### src/rtl/irq_controller.sv
// Edge-latching, masked, fixed-priority interrupt sequencer driving PC redirects on entry and mret.
// Latency: 2 clocks from a sampled source rise to pc_jump; single-shot redirects, no nesting.
// Backpressure: none; edges seen while a handler runs stay pending until after the return.
module irq_controller #(
    parameter int          NUM_SRC    = 4,
    parameter logic [31:0] VEC_BASE   = 32'h0000_0100,
    parameter logic [31:0] VEC_STRIDE = 32'h0000_0010,
    localparam int         ID_W       = (NUM_SRC > 1) ? $clog2(NUM_SRC) : 1
) (
    input  logic               clk,
    input  logic               reset,
    input  logic [NUM_SRC-1:0] irq_src,
    input  logic               global_en,
    input  logic               mask_we,
    input  logic [NUM_SRC-1:0] mask_in,
    input  logic [31:0]        pc,
    input  logic               mret,
    output logic               pc_jump,
    output logic [31:0]        pc_target,
    output logic [31:0]        epc,
    output logic               irq_active,
    output logic [ID_W-1:0]    irq_id,
    output logic [NUM_SRC-1:0] irq_ack,
    output logic [NUM_SRC-1:0] pending
);

    typedef enum logic [1:0] {ST_IDLE, ST_VECTOR, ST_ACTIVE, ST_RETURN} state_t;

    state_t             state, state_next;
    logic [NUM_SRC-1:0] prev_src;
    logic [NUM_SRC-1:0] mask;
    logic [NUM_SRC-1:0] rise;
    logic [NUM_SRC-1:0] eligible;
    logic [NUM_SRC-1:0] win_oh;
    logic [ID_W-1:0]    win_id;
    logic               take;
    logic               ret;

    assign rise     = irq_src & ~prev_src;
    assign eligible = pending & mask;
    assign take     = (state == ST_IDLE) && global_en && (|eligible);
    assign ret      = (state == ST_ACTIVE) && mret;

    // Scan downwards so the lowest eligible index is the last one written.
    always_comb begin
        win_id = '0;
        win_oh = '0;
        for (int i = NUM_SRC - 1; i >= 0; i--) begin
            if (eligible[i]) begin
                win_id = ID_W'(i);
                win_oh = NUM_SRC'(1) << i;
            end
        end
    end

    always_comb begin
        state_next = state;
        case (state)
            ST_IDLE:   if (take) state_next = ST_VECTOR;
            ST_VECTOR: state_next = ST_ACTIVE;
            ST_ACTIVE: if (mret) state_next = ST_RETURN;
            ST_RETURN: state_next = ST_IDLE;
            default:   state_next = ST_IDLE;
        endcase
    end

    always_ff @(posedge clk or negedge reset) begin
        if (!reset) state <= ST_IDLE;
        else        state <= state_next;
    end

    always_ff @(posedge clk or negedge reset) begin
        if (!reset) begin
            prev_src  <= '0;
            mask      <= '0;
            pending   <= '0;
            irq_ack   <= '0;
            pc_jump   <= 1'b0;
            pc_target <= '0;
            epc       <= '0;
            irq_id    <= '0;
        end else begin
            prev_src <= irq_src;
            if (mask_we) mask <= mask_in;
            // A fresh edge on the source being cleared wins over the clear.
            pending  <= (pending & ~(take ? win_oh : '0)) | rise;
            irq_ack  <= take ? win_oh : '0;
            pc_jump  <= take | ret;
            if (take) begin
                irq_id    <= win_id;
                epc       <= pc;
                pc_target <= VEC_BASE + 32'(win_id) * VEC_STRIDE;
            end else if (ret) begin
                pc_target <= epc;
            end
        end
    end

    assign irq_active = (state != ST_IDLE);

endmodule

### config.mk
export PLATFORM = sky130hd
export DESIGN_NAME = irq_controller
export DESIGN_NICKNAME = d
export VERILOG_FILES = /design/src/rtl/irq_controller.sv
export SDC_FILE = /design/constraint.sdc
export NUM_CORES = 1
export LEC_CHECK = 0
export CORE_ASPECT_RATIO = 0.5
export CORE_UTILIZATION = 48
export DETAILED_ROUTE_END_ITERATION = 16
export GPL_ROUTABILITY_DRIVEN = 0
export PLACE_DENSITY = 0.86
export SLEW_MARGIN = 20
export SYNTH_ARGS = -nofsm -noshare
export SYNTH_HDL_FRONTEND = slang
export SYNTH_SLANG_ARGS = --single-unit
export TNS_END_PERCENT = 100
### constraint.sdc
create_clock -name clk -period 5.2 [get_ports clk]
set_clock_uncertainty 0.1 [all_clocks]
set_input_delay 0.78 -clock clk [delete_from_list [all_inputs] [get_ports clk]]
set_output_delay 0.78 -clock clk [all_outputs]
set_load 0.01 [all_outputs]
==> results of run 1 <==
## flip-flops by register name, summed over array words and instances (netlist names)
signal     count
epc           32
pc_target     32
irq_ack        4
mask           4
pending        4
prev_src       4
irq_id         2
state          2
pc_jump        1
## how the worst max path moves through the flow
stage               from          to  depth (start not counted)
2_1_floorplan  global_en    state[1]                          4
3_3_place_gp   global_en     epc[28]                          6
3_5_place_dp   global_en     epc[23]                          6
4_1_cts        global_en     epc[23]                          6
5_1_grt         state[0]  irq_active                          4
6_report        state[0]  irq_active                          4
## cell usage in the layout, fill, tap and decap left out, types with 2 or more instances in the layout
cell             count
nand2_1            164
clkdlybuf4s50_1    119
dfrtp_1             85
a21oi_1             30
inv_1               11
clkbuf_16            9
nor2_1               7
mux2_2               4
clkinv_2             4
o22ai_1              3
nand3_1              3
nand2_2              2
o21ai_0              2
o22a_1               2
ha_1                 2
buf_4                2
## per-stage QoR
step | worst slack (ns) | hold slack [ns] | area [um^2] | utilization (%)
floorplan | 3.399 | 0.2996 | 3293 | -
global placement | 2.205 | 0.3025 | 4531 | 71.56
detailed placement | 2.169 | 0.3175 | 4531 | 71.56
CTS | 2.516 | 0.3253 | 4823 | 76.19
global route | 2.591 | 0.3397 | 4858 | 76.74
finish | 2.642 | 0.3192 | 4858 | 76.74
## power groups by stage
stage               logic (mW)  registers, mW  clock network [mW]
finish                    1.22           1.11               0.627
CTS                       1.21           1.11               0.635
global route              1.31           1.15               0.666
floorplan                0.426           1.21                   0
detailed placement        1.20           1.12                   0
global placement          1.17           1.11                   0
## cell usage after synthesis, drive strengths merged
| master | count | share of area, % |
|---|---|---|
| clkbuf | 6 | 0.68 |
| mux2 | 4 | 1.4 |
| nor2 | 7 | 0.80 |
| a21o | 1 | 0.23 |
| o22ai | 3 | 0.57 |
| nor3b | 1 | 0.23 |
| o21ai | 3 | 0.57 |
| buf | 10 | 1.9 |
| inv | 11 | 1.3 |
| o22a | 2 | 0.53 |
| a221o | 1 | 0.30 |
| ha | 2 | 0.76 |
| and2 | 1 | 0.19 |
| a31o | 1 | 0.27 |
| nand2 | 166 | 19 |
| a21oi | 30 | 4.6 |
| dfrtp | 85 | 65 |
| mux2i | 1 | 0.30 |
| nand4 | 1 | 0.19 |
| a31oi | 1 | 0.65 |
| a22oi | 1 | 0.38 |
| nor2b | 1 | 0.19 |
| nand3 | 3 | 0.46 |
## kinds of logic (layout without fill, tap and decap cells)
kind of cell / count (synthesis) / count (layout) / synth area share, %
adders and majority gates: 2 / 2 / 0.7598
buffers and inverters: 27 / 150 / 3.875
AOI/OAI and AO/OA: 43 / 43 / 8.055
muxes: 5 / 5 / 1.672
and+or+nand+nor: 180 / 180 / 21.05
DFF: 85 / 85 / 64.59
## cell type report
cell class | count | area [um^2]
Fill cell | 428 | 1473
Sequential cell | 85 | 2127
Clock inverter | 5 | 50.05
Timing Repair Buffer | 123 | 1245
Clock buffer | 11 | 242.7
Multi-Input combinational cell | 230 | 1042
Tap cell | 88 | 110.1
Inverter | 11 | 41.29
## metal layers
| metal | share of wire [%] | vias to the layer above |
|---|---|---|
| met2 | 53 | 64 |
| met4 | 0.89 | 0 |
| li1 | - | 1319 |
| met3 | 5.2 | 7 |
| met1 | 41 | 1349 |
| met5 | 0 | - |
==> PnR_summary.wiki, run 1 <==
{| class="wikitable"
! Metric !! Value
|-
| Run status || complete, no violations
|-
| Std-Cell Rows || 20
|-
| Buf/Inv on CP || 3
|-
| Min-Delay Startpoint || prev_src[0]
|-
| Required arrival time at the worst endpoint || 4.32 ns
|-
| Fraction of power spent switching nets || 33.82%
|-
| DPL Wire Length || 5.147 mm
|-
| Fmax || 391.0 MHz
|-
| Cell at the root of the clock tree || clkbuf_16
|-
| Part of the power in combinational logic || 41.2%
|-
| Total routing usage reported by global routing || 23.83%
|-
| Internal Pwr Total || 1.958 mW
|-
| Die width || 119.1 um
|-
| Number of inserted diodes || 0
|-
| Buffers from clock root to sink, at most || 2
|-
| Worst-path clk slew || 0.05 ns
|-
| Slowest cell on the critical path || clkdlybuf4s50_1
|-
| Fraction of power consumed by the clock network || 21.2%
|-
| Cell-by-cell listing of the critical path || inv_1 > ha_1 > inv_1 > clkdlybuf4s50_1
|-
| Post-CTS Setup Repair Bufs || 0
|-
| Most Used Layer, Global Route || met2
|-
| Number of detailed-routing iterations run before antenna repair || 4
|-
| DR vias/cell || 4.953
|-
| Number of hold violations in the final report || 0
|-
| Pins Over Slew Limit || 0
|-
| Seq cells post-synth || 85
|-
| Die area || 0.007216 mm^2
|-
| Average routed wire per standard cell || 14.59 um
|-
| Average footprint of a synthesized cell || 9.629 um^2
|-
| Die span in y || 60.57 um
|-
| Leakage power figure || 2.288 nW
|-
| GR Layer Usage met2 || 41.61%
|-
| Cells after DPL || 536
|-
| Endpoint with the worst hold slack || pending[0]
|-
| Fraction of the yosys area taken by sequential cells || 64.59%
|-
| Worst r2r src || state[0]
|-
| GR Layer Usage met3 || 9.586%
|-
| Number of synthesis warnings || 0
|-
| Total length of routed wires || 8.071 mm
|-
| Wire length of the first global-routing pass || 12.63 mm
|-
| Largest fanout on the critical path || 6
|-
| Kind of end point of the critical path || primary output
|-
| Rel. slew slack || 50.22%
|-
| Cell repeated most along the worst path || inv_1
|-
| Synthesized instance count || 342
|-
| Delay-heaviest family, CP || buffers and inverters
|-
| Reg2Reg Depth || 8
|-
| Net count after synthesis || 389
|-
| Clock latency reported for the late side of the worst-skew pair || 0.34 ns
|-
| Total number of vias || 2,739
|-
| Number of antenna violations at the first check in global routing || 0
|-
| Max-cap violations || 0
|-
| Final nets || 507
|-
| Number of instances resized during post-cts repair || 0
|-
| Initial detailed-routing violation count || 218
|-
| Tightest Pin Transition || 0.7466 ns
|-
| Worst setup slack for register-to-register paths || 3.01 ns
|-
| Stage delay of the slowest cell on the critical path || 0.53 ns
|-
| Power Total || 2.959 mW
|-
| Remaining routing DRC violations || 0
|-
| NetSw || 1.001 mW
|-
| Pin count of the biggest net entering global routing || 86
|-
| Unique cell type count in the Yosys netlist || 27
|-
| CP Launch Type || flop
|-
| Number of clock buffers inserted by TritonCTS || 9
|-
| Initial standard-cell utilization of the core || 52.02%
|-
| Grt met1 use || 28.40%
|-
| Final standard cell count with taps included and fillers excluded || 553
|-
| Unrepaired setup endpoints after global routing || false
|-
| Placeable Area || 0.006331 mm^2
|-
| Crit Reg-Reg Endpoint || epc[23]
|-
| Count of hold buffers inserted by post-cts repair || 0
|-
| Relative area change from synthesis to final layout || 47.53%
|-
| Total power per unit cell area || 609.0 mW/mm^2
|-
| I/O pin count || 121
|-
| Setup TNS || 0 ns
|-
| Fraction of final layout cells sized beyond drive strength 1 || 6.237%
|-
| Remaining Overflow, GRT || 0
|-
| Class of the tightest hold or removal check || reg -> reg
|-
| Worst hold path stage count || 1
|-
| Crit path kind || reg -> out
|-
| Remaining antenna violation count after routing || 0
|-
| Number of port buffers || 120
|-
| Final setup vio count || 0
|-
| Number of clock sinks || 85
|-
| Relative contribution of sequential cells to total power || 37.6%
|-
| Share of the clock period used by the worst path || 49.19%
|-
| Worst VDD drop || 0.0004150 V
|-
| Maximum level of the CTS H-tree || 3
|-
| Vias in the first global route || 2,591
|-
| TritonCTS clock tree || yes
|-
| Arrival time worst endpoint || 1.68 ns
|-
| Post-layout min period || 2.558 ns
|-
| Netlist area before placement || 0.003293 mm^2
|}
Power figures use the tool's default switching activity.
==> run 2: changes to the inputs <==
--- a/config.mk
+++ b/config.mk
@@ -6,10 +6,10 @@
 export NUM_CORES = 1
 export LEC_CHECK = 0
 export CORE_ASPECT_RATIO = 0.5
-export CORE_UTILIZATION = 48
+export CORE_UTILIZATION = 44
 export DETAILED_ROUTE_END_ITERATION = 16
 export GPL_ROUTABILITY_DRIVEN = 0
-export PLACE_DENSITY = 0.86
+export PLACE_DENSITY = 0.79
 export SLEW_MARGIN = 20
 export SYNTH_ARGS = -nofsm -noshare
 export SYNTH_HDL_FRONTEND = slang
==> constraint.sdc (replaced) <==
create_clock -name clk -period 2.5 [get_ports clk]
set_clock_uncertainty 0.1 [all_clocks]
set_input_delay 0.375 -clock clk [delete_from_list [all_inputs] [get_ports clk]]
set_output_delay 0.375 -clock clk [all_outputs]
set_load 0.01 [all_outputs]
==> PnR_summary.wiki, run 2 (synthesized netlist as in run 1, its figures left out) <==
{| class="wikitable"
! Metric !! Value
|-
| Relative contribution of sequential cells to total power || 37.4%
|-
| Average routed wire per standard cell || 14.43 um
|-
| Final setup vio count || 0
|-
| Fmax || 467.7 MHz
|-
| Number of hold violations in the final report || 0
|-
| Share of the clock period used by the worst path || 85.52%
|-
| Met2 WL || 4.164 mm
|-
| Placeable Area || 0.006963 mm^2
|-
| Number of detailed-routing iterations run before antenna repair || 4
|-
| Arrival time worst endpoint || 1.66 ns
|-
| DPL Wire Length || 5.488 mm
|-
| Initial standard-cell utilization of the core || 47.30%
|-
| Hold Slack || 0.3201 ns
|-
| Remaining routing DRC violations || 0
|-
| NetSw || 2.046 mW
|-
| Pins Over Slew Limit || 0
|-
| Initial detailed-routing violation count || 212
|-
| Worst-path clk slew || 0.06 ns
|-
| WL met3 || 284 um
|-
| CP Launch Type || flop
|-
| Top Registers || epc: 32 flops, pc_target: 32 flops
|-
| Cell at the root of the clock tree || clkbuf_16
|-
| Number of clock sinks || 85
|-
| I/O pin count || 121
|-
| Highest metal used || met4
|-
| Buffers from clock root to sink, at most || 2
|-
| Total routing usage reported by global routing || 22.24%
|-
| Total power per unit cell area || 1251 mW/mm^2
|-
| Fraction of power consumed by the clock network || 20.9%
|-
| Tightest Pin Transition || 0.5639 ns
|-
| Kind of end point of the critical path || primary output
|-
| Most used cells in the layout excluding fill and tap cells || nand2_1, clkdlybuf4s50_1, dfrtp_1, a21oi_1, inv_1
|-
| Wire length of the first global-routing pass || 13.88 mm
|-
| Number of clock buffers inserted by TritonCTS || 9
|-
| Unrepaired setup endpoints after global routing || false
|-
| Std-Cell Rows || 21
|-
| Maximum level of the CTS H-tree || 3
|-
| Rel. slew slack || 62.41%
|-
| Pin count of the biggest net entering global routing || 45
|-
| Required arrival time at the worst endpoint || 2.03 ns
|-
| Relative area change from synthesis to final layout || 49.58%
|-
| Part of the power in combinational logic || 41.7%
|-
| Routed length on met1 || 3.600 mm
|-
| Setup TNS || 0 ns
|-
| Run status || complete, no violations
|-
| Leakage power figure || 2.321 nW
|-
| Class of the tightest hold or removal check || reg -> reg
|-
| Crit path kind || reg -> out
|-
| Number of instances resized during post-cts repair || 0
|-
| Die area || 0.007856 mm^2
|-
| Die width || 124.3 um
|-
| Largest fanout on the critical path || 6
|-
| Number of antenna violations at the first check in global routing || 0
|-
| Die span in y || 63.18 um
|-
| Fraction of final layout cells sized beyond drive strength 1 || 6.596%
|-
| Fraction of power spent switching nets || 33.21%
|-
| Final nets || 513
|-
| Total length of routed wires || 8.109 mm
|-
| TritonCTS clock tree || yes
|-
| Number of port buffers || 120
|-
| Post-CTS Setup Repair Bufs || 0
|-
| Remaining antenna violation count after routing || 0
|-
| Clock latency reported for the late side of the worst-skew pair || 0.32 ns
|-
| Total number of vias || 2,739
|-
| Remaining Overflow, GRT || 0
|-
| Vias in the first global route || 2,821
|-
| DR vias/cell || 4.874
|-
| Most common cell after layout, fill and taps aside || nand2_1
|-
| Worst VDD drop || 0.0005474 V
|-
| Number of inserted diodes || 0
|-
| Max-cap violations || 0
|-
| Post-layout min period || 2.138 ns
|-
| Internal Pwr Total || 4.115 mW
|}
## run 2: area by class of cell
| class | count | area (um^2) |
|---|---|---|
| inverter | 11 | 41.29 |
| multi-input combinational | 230 | 1039 |
| fill | 520 | 2037 |
| sequential | 85 | 2127 |
| clock buffer | 15 | 297.8 |
| timing repair buffer | 129 | 1306 |
| tap | 92 | 115.1 |
## run 2: per-layer routing
metal,track usage [%],vias to the layer above
met4,5.422,0
li1,-,1326
met3,5.183,8
met2,38.47,56
met5,0,-
met1,28.49,1349
## run 2: worst paths after layout
path                              from             to  slack [ns]  depth (start not counted)
min in group asynchronous        reset     pending[1]        0.49                          2
hold reg to reg            prev_src[0]     pending[0]        0.32                          1
setup / recovery              state[0]     irq_active        0.36                          4
hold / removal             prev_src[0]     pending[0]        0.32                          1
max in group asynchronous        reset  pc_target[27]        1.10                          3
setup reg to reg              state[0]       state[1]        0.56                          6
## run 2: critical path: stages (launching register included)
cell	delay [ns]
dfrtp_1	0.39
inv_1	0.10
ha_1	0.30
inv_1	0.08
clkdlybuf4s50_1	0.48
## run 2: power groups by stage
| stage | sequential [mW] | clock, mW | combinational (mW) |
|---|---|---|---|
| floorplan | 2.53 | 0 | 0.886 |
| global placement | 2.29 | 0 | 2.52 |
| detailed placement | 2.32 | 0 | 2.58 |
| CTS | 2.31 | 1.31 | 2.61 |
| global route | 2.38 | 1.38 | 2.79 |
| finish | 2.31 | 1.29 | 2.57 |
## run 2: timing repair
| item | CTS | global route |
|---|---|---|
| hold buffers | 1 | 0 |
| hold endpoints to repair | 41 | 0 |
| setup endpoints to repair | 0 | 0 |
## run 2: through the flow
stage	utilization (%)	total power [mW]	instance area, um^2	std cells	setup WS [ns]
after floorplan	-	3.413	3293	342	0.7715
after global placement	66.33	4.809	4618	546	0.5002
after detailed placement	66.33	4.904	4618	546	0.4644
after CTS	70.75	6.220	4926	562	0.3543
after global routing	70.75	6.544	4926	562	0.2693
final	70.75	6.161	4926	562	0.3619
==> run 3: changes to the inputs <==
--- a/config.mk
+++ b/config.mk
@@ -6,10 +6,12 @@
 export NUM_CORES = 1
 export LEC_CHECK = 0
 export CORE_ASPECT_RATIO = 0.5
-export CORE_UTILIZATION = 44
+export CORE_UTILIZATION = 46
+export CTS_BUF_LIST = sky130_fd_sc_hd__clkbuf_4
 export DETAILED_ROUTE_END_ITERATION = 16
 export GPL_ROUTABILITY_DRIVEN = 0
-export PLACE_DENSITY = 0.79
+export PLACE_DENSITY = 0.82
+export SKIP_LAST_GASP = 1
 export SLEW_MARGIN = 20
 export SYNTH_ARGS = -nofsm -noshare
 export SYNTH_HDL_FRONTEND = slang
==> PnR_summary.wiki, run 3 (synthesized netlist as in run 1, its figures left out) <==
{| class="wikitable"
! Metric !! Value
|-
| I/O pin count || 121
|-
| Kind of end point of the critical path || primary output
|-
| Final setup vio count || 0
|-
| Worst VDD drop || 0.0005734 V
|-
| Number of clock buffers inserted by TritonCTS || 9
|-
| Power Total || 5.562 mW
|-
| Total length of routed wires || 7.470 mm
|-
| Cell repeated most along the worst path || inv_1
|-
| Final nets || 510
|-
| Fraction of final layout cells sized beyond drive strength 1 || 6.197%
|-
| Setup TNS || 0 ns
|-
| Total number of vias || 2,697
|-
| Cell at the root of the clock tree || clkbuf_4
|-
| Relative area change from synthesis to final layout || 44.15%
|-
| Cell-by-cell listing of the critical path || inv_1 > ha_1 > inv_1 > clkdlybuf4s50_1
|-
| Number of clock sinks || 85
|-
| Number of hold violations in the final report || 0
|-
| TritonCTS clock tree || yes
|-
| Number of antenna violations at the first check in global routing || 0
|-
| Pin count of the biggest net entering global routing || 65
|-
| Initial standard-cell utilization of the core || 48.39%
|-
| Slowest cell on the critical path || clkdlybuf4s50_1
|-
| Leakage power figure || 2.240 nW
|-
| Part of the power in combinational logic || 45.3%
|-
| Number of instances resized during post-cts repair || 0
|-
| Number of filler cells placed in the layout || 516
|-
| Run status || complete, no violations
|-
| Post-layout min period || 2.205 ns
|-
| Die width || 121.7 um
|-
| Wire length of the first global-routing pass || 11.83 mm
|-
| DR vias/cell || 4.816
|-
| NetSw || 1.961 mW
|-
| Initial detailed-routing violation count || 176
|-
| Largest fanout on the critical path || 6
|-
| Most common cell after layout, fill and taps aside || nand2_1
|-
| Crit path kind || reg -> out
|-
| Die span in y || 61.83 um
|-
| Total routing usage reported by global routing || 21.17%
|-
| Required arrival time at the worst endpoint || 2.03 ns
|-
| Most used cells in the layout excluding fill and tap cells || nand2_1, clkdlybuf4s50_1, dfrtp_1, a21oi_1, inv_1
|-
| Delay-heaviest family, CP || buffers and inverters
|-
| Buf/Inv on CP || 3
|-
| Max-cap violations || 0
|-
| Buffers from clock root to sink, at most || 2
|-
| Stage delay of the slowest cell on the critical path || 0.53 ns
|-
| Arrival time worst endpoint || 1.73 ns
|-
| Std-Cell Rows || 21
|-
| Vias in the first global route || 2,479
|-
| Unrepaired setup endpoints after global routing || false
|-
| DPL Wire Length || 5.078 mm
|-
| Worst-path clk slew || 0.12 ns
|-
| Maximum level of the CTS H-tree || 3
|-
| Remaining routing DRC violations || 0
|-
| Share of the clock period used by the worst path || 88.19%
|-
| Number of inserted diodes || 0
|-
| Remaining antenna violation count after routing || 0
|-
| Total power per unit cell area || 1172 mW/mm^2
|-
| Fmax || 453.6 MHz
|-
| Die area || 0.007522 mm^2
|-
| Fraction of power spent switching nets || 35.26%
|-
| Rel. slew slack || 70.16%
|-
| Average routed wire per standard cell || 13.34 um
|-
| Internal Pwr Total || 3.601 mW
|-
| Clock latency reported for the late side of the worst-skew pair || 0.43 ns
|-
| Post-CTS Setup Repair Bufs || 0
|-
| Relative contribution of sequential cells to total power || 41.2%
|-
| Placeable Area || 0.006805 mm^2
|-
| Class of the tightest hold or removal check || in -> async
|-
| Top Registers || epc: 32 flops, pc_target: 32 flops
|-
| Number of detailed-routing iterations run before antenna repair || 4
|-
| Pins Over Slew Limit || 0
|-
| CP Launch Type || flop
|-
| Remaining Overflow, GRT || 0
|-
| Tightest Pin Transition || 0.4466 ns
|-
| Number of port buffers || 120
|-
| Fraction of power consumed by the clock network || 13.4%
|}
==> run 3: cell types whose count changed in the layout (fill, tap and decap cells not counted), sizes merged <==
cell | before | now
clkbuf | 15 | 10
clkinv | 0 | 5
buf | 9 | 6
bufinv | 0 | 1
==> run 3: worst paths after layout <==
check	startpoint	to	slack, ns	cells past startpoint
worst max-delay path	state[0]	irq_active	0.30	4
worst min-delay path	reset	mask[3]	0.26	2
worst max register to register	state[0]	state[1]	0.61	6
worst min register to register	prev_src[0]	pending[0]	0.33	1
max in group asynchronous	reset	pc_target[13]	1.43	3
min in group clk	irq_src[1]	prev_src[1]	0.31	1
==> run 3: layout make-up <==
cell class	count	area [um^2]	area share, %
Clock buffer	10	75.07	1.581
Clock inverter	6	53.80	1.133
Inverter	11	41.29	0.8698
Multi-Input combinational cell	230	1039	21.88
Sequential cell	85	2127	44.81
Tap cell	92	115.1	2.425
Timing Repair Buffer	126	1296	27.31
==> run 3: worst register-to-register path: stages (launching register included) <==
cell     delay, ns
dfrtp_1       0.39
inv_1         0.08
ha_1          0.28
nand2_2       0.14
a31o_1        0.24
a21oi_1       0.21
mux2_2        0.35
==> run 3: per-layer routing <==
metal | GRT usage [%] | up-vias | routed length, um | part of all wire (%)
met3 | 6.843 | 7 | 312 | 4.2
li1 | - | 1321 | - | -
met1 | 25.70 | 1312 | 3217 | 43
met4 | 6.526 | 0 | 68 | 0.91
met2 | 37.26 | 57 | 3872 | 52
met5 | 0 | - | 0 | 0
==> run 3: what timing repair did <==
item                                    in CTS  in global routing
hold buffers                                 1                  0
endpoints found under the hold margin       21                  0
endpoints found under the setup margin       0                  0
==> run 3: stage by stage <==
step           instance area [um^2]  worst slack [ns]  hold WS [ns]  util [%]  cells
6_report                       4747            0.2952        0.2603     69.76    560
5_1_grt                        4747            0.1337        0.2354     69.76    560
4_1_cts                        4747            0.2428        0.2535     69.76    560
3_3_place_gp                   4608            0.5043        0.1779     67.71    543
2_1_floorplan                  3293            0.7715      -0.02059         -    342
3_5_place_dp                   4608            0.4615        0.1830     67.71    543
==> run 3: power groups by stage <==
| stage | logic [mW] | clock network (mW) | registers, mW |
|---|---|---|---|
| 2_1_floorplan | 0.886 | 0 | 2.53 |
| 3_3_place_gp | 2.49 | 0 | 2.30 |
| 3_5_place_dp | 2.54 | 0 | 2.32 |
| 4_1_cts | 2.55 | 0.767 | 2.30 |
| 5_1_grt | 2.77 | 0.833 | 2.38 |
| 6_report | 2.52 | 0.748 | 2.29 |
